### src/rtl/alu_arbiter_pkg.sv
// Shared definitions for the two-requester ALU arbiter: ALU op codes, FSM states, op legality.
package alu_arbiter_pkg;

  localparam int unsigned ALU_DW  = 8;
  localparam int unsigned ALU_OPW = 3;

  localparam logic [2:0] ALU_AND = 3'b000;
  localparam logic [2:0] ALU_OR  = 3'b001;
  localparam logic [2:0] ALU_ADD = 3'b010;
  localparam logic [2:0] ALU_NOR = 3'b011;
  localparam logic [2:0] ALU_SUB = 3'b110;
  localparam logic [2:0] ALU_SLT = 3'b111;

  typedef enum logic {
    ST_IDLE = 1'b0,
    ST_EXEC = 1'b1
  } state_e;

  // True for the op codes the ALU actually implements.
  function automatic logic op_legal(input logic [2:0] op);
    logic legal;
    case (op)
      ALU_AND, ALU_OR, ALU_ADD, ALU_NOR, ALU_SUB, ALU_SLT: legal = 1'b1;
      default:                                             legal = 1'b0;
    endcase
    return legal;
  endfunction

endpackage

### src/rtl/alu_arbiter_rr_pick2.sv
// Combinational 2-way round-robin picker: one-hot grant, favouring the requester not granted last.
module rr_pick2 (
  input  logic [1:0] valid,
  input  logic       last,
  output logic [1:0] grant
);

  always_comb begin
    grant    = 2'b00;
    grant[0] = valid[0] & (~valid[1] | last);
    grant[1] = valid[1] & (~valid[0] | ~last);
  end

endmodule

### src/rtl/alu_arbiter.sv
// Round-robin share of one combinational ALU between two valid/ready requesters.
// Optional ALU_ARB_ERR_EN: illegal op codes are answered locally with rsp_err instead of issued.
module alu_arbiter
  import alu_arbiter_pkg::*;
#(
  parameter int unsigned DW  = ALU_DW,
  parameter int unsigned OPW = ALU_OPW
) (
  input  logic             clk,
  input  logic             rst_n,
  input  logic [1:0]       req_valid,
  output logic [1:0]       req_ready,
  input  logic [2*DW-1:0]  req_a,
  input  logic [2*DW-1:0]  req_b,
  input  logic [2*OPW-1:0] req_op,
  output logic [1:0]       rsp_valid,
  output logic [DW-1:0]    rsp_result,
  output logic             rsp_z,
  output logic             rsp_err,
  output logic [DW-1:0]    alu_a,
  output logic [DW-1:0]    alu_b,
  output logic [OPW-1:0]   alu_sel,
  input  logic [DW-1:0]    alu_result,
  input  logic             alu_z
);

  state_e           state_q, state_d;
  logic             last_grant_q, last_grant_d;
  logic             grant_q, grant_d;
  logic [DW-1:0]    alu_a_q, alu_a_d;
  logic [DW-1:0]    alu_b_q, alu_b_d;
  logic [OPW-1:0]   alu_sel_q, alu_sel_d;
  logic [1:0]       rsp_valid_q, rsp_valid_d;
  logic [DW-1:0]    rsp_result_q, rsp_result_d;
  logic             rsp_z_q, rsp_z_d;

  logic [1:0]       pick;
  logic             pick_idx;
  logic [DW-1:0]    in_a;
  logic [DW-1:0]    in_b;
  logic [OPW-1:0]   in_op;

`ifdef ALU_ARB_ERR_EN
  logic             err_op_q, err_op_d;
  logic             rsp_err_q, rsp_err_d;
`endif

  rr_pick2 u_pick (
    .valid (req_valid),
    .last  (last_grant_q),
    .grant (pick)
  );

  // Operand mux for whichever requester the picker chose.
  always_comb begin
    pick_idx = pick[1];
    in_a     = pick_idx ? req_a[2*DW-1:DW]    : req_a[DW-1:0];
    in_b     = pick_idx ? req_b[2*DW-1:DW]    : req_b[DW-1:0];
    in_op    = pick_idx ? req_op[2*OPW-1:OPW] : req_op[OPW-1:0];
  end

  always_comb begin
    state_d      = state_q;
    last_grant_d = last_grant_q;
    grant_d      = grant_q;
    alu_a_d      = alu_a_q;
    alu_b_d      = alu_b_q;
    alu_sel_d    = alu_sel_q;
    rsp_valid_d  = 2'b00;
    rsp_result_d = rsp_result_q;
    rsp_z_d      = rsp_z_q;
    req_ready    = 2'b00;
`ifdef ALU_ARB_ERR_EN
    err_op_d     = err_op_q;
    rsp_err_d    = rsp_err_q;
`endif

    case (state_q)
      ST_IDLE: begin
        req_ready = pick;
        if (|pick) begin
          grant_d      = pick_idx;
          last_grant_d = pick_idx;
          state_d      = ST_EXEC;
`ifdef ALU_ARB_ERR_EN
          // Illegal ops leave the ALU inputs untouched so the ALU never sees them.
          err_op_d = ~op_legal(3'(in_op));
          if (op_legal(3'(in_op))) begin
            alu_a_d   = in_a;
            alu_b_d   = in_b;
            alu_sel_d = in_op;
          end
`else
          alu_a_d   = in_a;
          alu_b_d   = in_b;
          alu_sel_d = in_op;
`endif
        end
      end
      ST_EXEC: begin
        rsp_valid_d = grant_q ? 2'b10 : 2'b01;
        state_d     = ST_IDLE;
`ifdef ALU_ARB_ERR_EN
        rsp_err_d    = err_op_q;
        rsp_result_d = err_op_q ? '0 : alu_result;
        rsp_z_d      = err_op_q ? 1'b1 : alu_z;
`else
        rsp_result_d = alu_result;
        rsp_z_d      = alu_z;
`endif
      end
      default: state_d = ST_IDLE;
    endcase
  end

  always_ff @(posedge clk or negedge rst_n) begin
    if (!rst_n) begin
      state_q      <= ST_IDLE;
      last_grant_q <= 1'b1;
      grant_q      <= 1'b0;
      alu_a_q      <= '0;
      alu_b_q      <= '0;
      alu_sel_q    <= '0;
      rsp_valid_q  <= 2'b00;
      rsp_result_q <= '0;
      rsp_z_q      <= 1'b0;
    end else begin
      state_q      <= state_d;
      last_grant_q <= last_grant_d;
      grant_q      <= grant_d;
      alu_a_q      <= alu_a_d;
      alu_b_q      <= alu_b_d;
      alu_sel_q    <= alu_sel_d;
      rsp_valid_q  <= rsp_valid_d;
      rsp_result_q <= rsp_result_d;
      rsp_z_q      <= rsp_z_d;
    end
  end

`ifdef ALU_ARB_ERR_EN
  always_ff @(posedge clk or negedge rst_n) begin
    if (!rst_n) begin
      err_op_q  <= 1'b0;
      rsp_err_q <= 1'b0;
    end else begin
      err_op_q  <= err_op_d;
      rsp_err_q <= rsp_err_d;
    end
  end

  assign rsp_err = rsp_err_q;
`else
  assign rsp_err = 1'b0;
`endif

  assign alu_a      = alu_a_q;
  assign alu_b      = alu_b_q;
  assign alu_sel    = alu_sel_q;
  assign rsp_valid  = rsp_valid_q;
  assign rsp_result = rsp_result_q;
  assign rsp_z      = rsp_z_q;

endmodule

### config.mk
export PLATFORM = sky130hd
export DESIGN_NAME = alu_arbiter
export DESIGN_NICKNAME = d
export VERILOG_FILES = /design/src/rtl/alu_arbiter_pkg.sv /design/src/rtl/alu_arbiter_rr_pick2.sv /design/src/rtl/alu_arbiter.sv
export SDC_FILE = /design/constraint.sdc
export NUM_CORES = 1
export LEC_CHECK = 0
export ABC_CLOCK_PERIOD_IN_PS = 2100
export CAP_MARGIN = 20
export CORE_ASPECT_RATIO = 1.75
export CORE_MARGIN = 1
export CORE_UTILIZATION = 40
export DETAILED_ROUTE_END_ITERATION = 8
export PLACE_DENSITY = 0.93
export SLEW_MARGIN = 0
export SYNTH_ARGS = -nofsm -noshare
export SYNTH_HDL_FRONTEND = slang
export SYNTH_SLANG_ARGS = --single-unit
### constraint.sdc
create_clock -name clk -period 2.1 [get_ports clk]
set_input_delay 0.42 -clock clk [delete_from_list [all_inputs] [get_ports clk]]
set_output_delay 0.42 -clock clk [all_outputs]
set_load 0.05 [all_outputs]
* Word level (Yosys, flattened, before mapping)
Cells that the tools add are included.
** Storage, ports and cells
- Register bits after elaboration :: 33
- Input port bits :: 51
- Output and inout bits :: 33
- Word-level logic and storage cells :: 27
** Cells by class
- Mux-type cells :: 8
- Bitwise logic cells :: 8
- Reduce and logical (&&, ||, !) cells :: 2
** Operators by type and width (count)
- 8-bit 2-to-1 mux :: 2
- 2-bit 2-to-1 mux :: 3
- 1-bit inverter :: 4
- 3-bit 2-to-1 mux :: 1
- 1-bit bitwise AND :: 2
- 1-bit bitwise OR :: 2
- 1-bit one-hot mux with 2 select lines :: 1
- 2-bit AND reduction :: 1
- 2-bit OR reduction :: 1
- 1-bit 2-to-1 mux :: 1

* Logic depth before layout (Yosys ltp)
Gate-level depths: netlist of the first run.
- Depth after elaboration :: 6
- Gate-level depth with buffers :: 4
- Gate-level depth less buffers :: 3

* By module
From an unflattened synthesis of the first run, not the netlist that was laid out.
** Unflattened totals
- Cells, all modules :: 128
- Area, all modules :: 1561.5 um^2
** Modules (own cells, without submodules)
- alu_arbiter :: instances 1, cells each 125, area each 1542.7 um^2, seq. area each 827.0 um^2
- rr_pick2 :: instances 1, cells each 3, area each 18.8 um^2, seq. area each 0.0 um^2

* Least setup slack after synthesis of the first run
OpenSTA, ideal clock, no wires.
- Path kind :: in2out
- Start point :: input port req_valid[1]
- End point :: output port req_ready[1]
- Data arrival time :: 1446 ps
- Required time :: 1680 ps
- Path slack :: 234 ps
- Stages :: 3
- Buffers on the path :: 1
- Cells stage by stage :: a21bo_2 > buf_2 > nor2_1
** On the way
- Word-level cells in the longest chain between the ends :: 2
** RTL lines
- start: declaration :: RTL line alu_arbiter.sv:11 : input logic [1:0] req_valid,
- 1-bit bitwise AND :: RTL line alu_arbiter_rr_pick2.sv:11 : grant[1] = valid[1] & (~valid[0] | ~last);
- 2-bit 2-to-1 mux :: RTL line alu_arbiter.sv:78 : case (state_q)
- end: declaration :: RTL line alu_arbiter.sv:12 : output logic [1:0] req_ready,
No other way between the ends.

* Worst setup path in the final report of the first run
- Start point :: input port req_valid[1]
- End point :: output port req_ready[0]
** On the way
- Word-level cells in the longest chain between the ends :: 4
** RTL lines
- 1-bit inverter :: RTL line alu_arbiter_rr_pick2.sv:10 : grant[0] = valid[0] & (~valid[1] | last);
- 1-bit bitwise OR :: RTL line alu_arbiter_rr_pick2.sv:10
- 1-bit bitwise AND :: RTL line alu_arbiter_rr_pick2.sv:10
- 2-bit 2-to-1 mux :: RTL line alu_arbiter.sv:78
No other way between the ends.

==> results of run 1 <==
cell type report:
type / count / area (um2)
well taps: 45 / 56.3
flip-flops and latches: 33 / 827
repair buffers: 89 / 893
inverters: 2 / 7.51
multi-input cells: 97 / 519
clock buffers: 8 / 90.1
fillers: 255 / 970
cells in the mapped netlist:
master	n
nand2_1	38
dfrtp_1	32
nor2_1	22
a31oi_1	20
mux2_2	9
buf_2	5
buf_4	2
buf_6	2
inv_1	2
a21bo_2	1
a21boi_4	1
a21oi_1	1
and3_1	1
conb_1	1
dfstp_2	1
o21ba_2	1
o22ai_1	1
or2b_1	1
metrics by stage:
step / util / total power [uW] / std cells / instance area [um2]
2_1_floorplan: - / 1540 / 141 / 1420
3_3_place_gp: 0.685 / 1940 / 266 / 2300
3_5_place_dp: 0.685 / 1970 / 266 / 2300
4_1_cts: 0.712 / 2450 / 274 / 2390
5_1_grt: 0.712 / 2550 / 274 / 2390
6_report: 0.712 / 2420 / 274 / 2390
how the worst max path moves through the flow:
stage	end	cells past startpoint	slack (ns)
floorplan	req_ready[1]	3	0.23
global placement	req_ready[0]	4	0.13
detailed placement	req_ready[0]	4	0.11
CTS	req_ready[0]	4	0.11
global route	req_ready[0]	4	0.08
finish	req_ready[0]	4	0.11
critical path, stage by stage:
cell and delay, ns:
clkdlybuf4s50_1 0.54, or2b_1 0.23, and3_1 0.19, buf_4 0.19
state kept, by name, indices dropped and copies added, names as in the netlist, 2 cells and up:
register / cells
alu_a: 8
alu_b: 8
rsp_result: 8
alu_sel: 3
rsp_valid: 2
layer usage:
metal	track usage	wire [um]	up-vias
met5	0	0	-
met4	0.0771	42	0
met3	0.0652	269	6
met2	0.399	2050	61
met1	0.182	1100	612
li1	-	-	644
logic make-up after synthesis:
kind of cell           Yosys count  synth area share
AND/OR/NAND/NOR                 62             0.169
flip-flops                      33             0.584
AO/OA/AOI/OAI                   25             0.124
buffers and inverters           11            0.0495
multiplexers                     9            0.0716
other                            1           0.00265
placed cells by master (no fill, tap or decap):
cell	netlist	final
mux2_2	9	9
and3_1	1	1
a21bo_2	1	1
dfstp_2	1	1
a21boi_4	1	1
clkbuf_1	0	2
inv_1	2	2
o21ba_2	1	1
a21oi_1	1	1
buf_12	0	2
clkdlybuf4s50_1	0	80
buf_4	2	7
a31oi_1	20	20
o22ai_1	1	1
dfrtp_1	32	32
nand2_1	38	38
clkbuf_8	0	6
or2b_1	1	1
conb_1	1	1
nor2_1	22	22
report_power, final:
group / total [uW] / internal [uW] / switching (uW) / leakage, uW
registers: 852 / 776 / 76.1 / 0.000378
logic: 1100 / 419 / 678 / 0.000591
clock network: 476 / 267 / 209 / 0.0000455
==> key figures, run 1 <==
Route
  • WL per Instance: 12.6 um
  • Vias/cell: 4.83
  • Via count: 1323
  • Number of DRC markers in iteration 0: 12
  • Antenna-violating nets left: 0
  • Router iterations before antenna repair: 4
  • DRC viols: 0
  • Post-Route WL: 3.46 mm

Placed design
  • Final Wtd Congestion: 0.709
  • Final HPWL DP: 2.69 mm
  • IO Port Bufs: 82
  • Place WS: 0.110 ns

Timing
  • Final setup viols: 0
  • Final WS setup: 0.111 ns
  • Setup TNS: 0 ns
  • RSZ-0062 raised after global routing: no
  • Final hold vios: 0
  • Fmax: 0.503 GHz
  • Slew at the pin with the worst max-slew slack: 0.517 ns
  • Crit share post-route: 0.947
  • Slew Limit Fails: 0
  • Fin Hold WS: 0.418 ns
  • Min Tclk post-route: 1.99 ns
  • Clock Skew: 0.00404 ns
  • Slew margin rel.: 0.654

Min path
  • Hold Crit Endpoint: rsp_valid[0]
  • Min-Delay Path Class: register to register
  • Hold wc startpoint: grant_q
  • Hold depth: 1

Global route
  • Total gr overflow: 0
  • Vias in the first global route: 1342
  • Largest net degree at the start of global routing: 34
  • Antenna violations before repair: 0
  • GRT Total Usage: 0.207
  • Global-route wire length before repair: 5.57 mm

Critical path
  • Data arrival time of the critical path: 1.57 ns
  • R2r setup slk: 0.77 ns
  • Worst setup EP type: output port
  • Reg-to-Reg Start: last_grant_q
  • Reg2reg end: alu_b[7]
  • CP required: 1.68 ns
  • Worst Setup Start Kind: input port
  • CP startpoint: req_valid[1]
  • Crit path max fanout: 5
  • Critical path type: input port to output port
  • R2R depth: 4

Floorplan
  • # IOs: 84
  • Die area: 3790 um2
  • Initial core utilization: 0.421
  • Row count: 28
  • Die W: 47.0 um
  • CORE AREA: 3360 um2
  • Die height: 80.7 um

Clock tree
  • CTS tree: done
  • Post-CTS Setup Repair Bufs: 0
  • Worst-path clk slew: 0.06 ns
  • CTS Hold Bufs: 0
  • CTS buffer count: 5
  • CTS resizes: 0
  • Root Driver: clkbuf_8
  • H-Tree Depth: 2
  • CTS max path bufs: 2
  • Clock sink count: 33
  • Clk Latency, worst-skew pair: 0.28 ns

Synth
  • Synth Register Bits: 33
  • Mapped Cells: 141
  • Syn_nets: 192
  • Synth cell types: 18
  • Yosys top cell area share: 0.565
  • Sequential fraction of the synthesis area: 0.584
  • Ranking of synthesized cells by area: dfrtp_1, nand2_1, a31oi_1, mux2_2, nor2_1
  • YS warnings: 0
  • Post-Syn Area: 1420 um2
  • Cell taking the most area after synthesis: dfrtp_1
  • Mean Syn Cell Area: 10.0 um2

Power
  • Pwr Density: 1010 nW/um2
  • Peak VDD IR: 0.840 mV
  • Leakage: 0.00101 uW

Layout
  • Antenna diode instance count: 0
  • Share of layout cells above drive strength 1: 0.122
  • Area Overhead vs Synth: 69.0%
  • Layout Nets: 279

Outcome
  • Run status: complete, no violations

Flow run
  • MaxCap Viol Count: 0
(Power assumes the default switching activity.)
==> run 2: changes to the inputs <==
- CAP_MARGIN: 20 -> not set
==> results of run 2 <==
The final DEF is identical to that of run 1; final timing and power are the same.
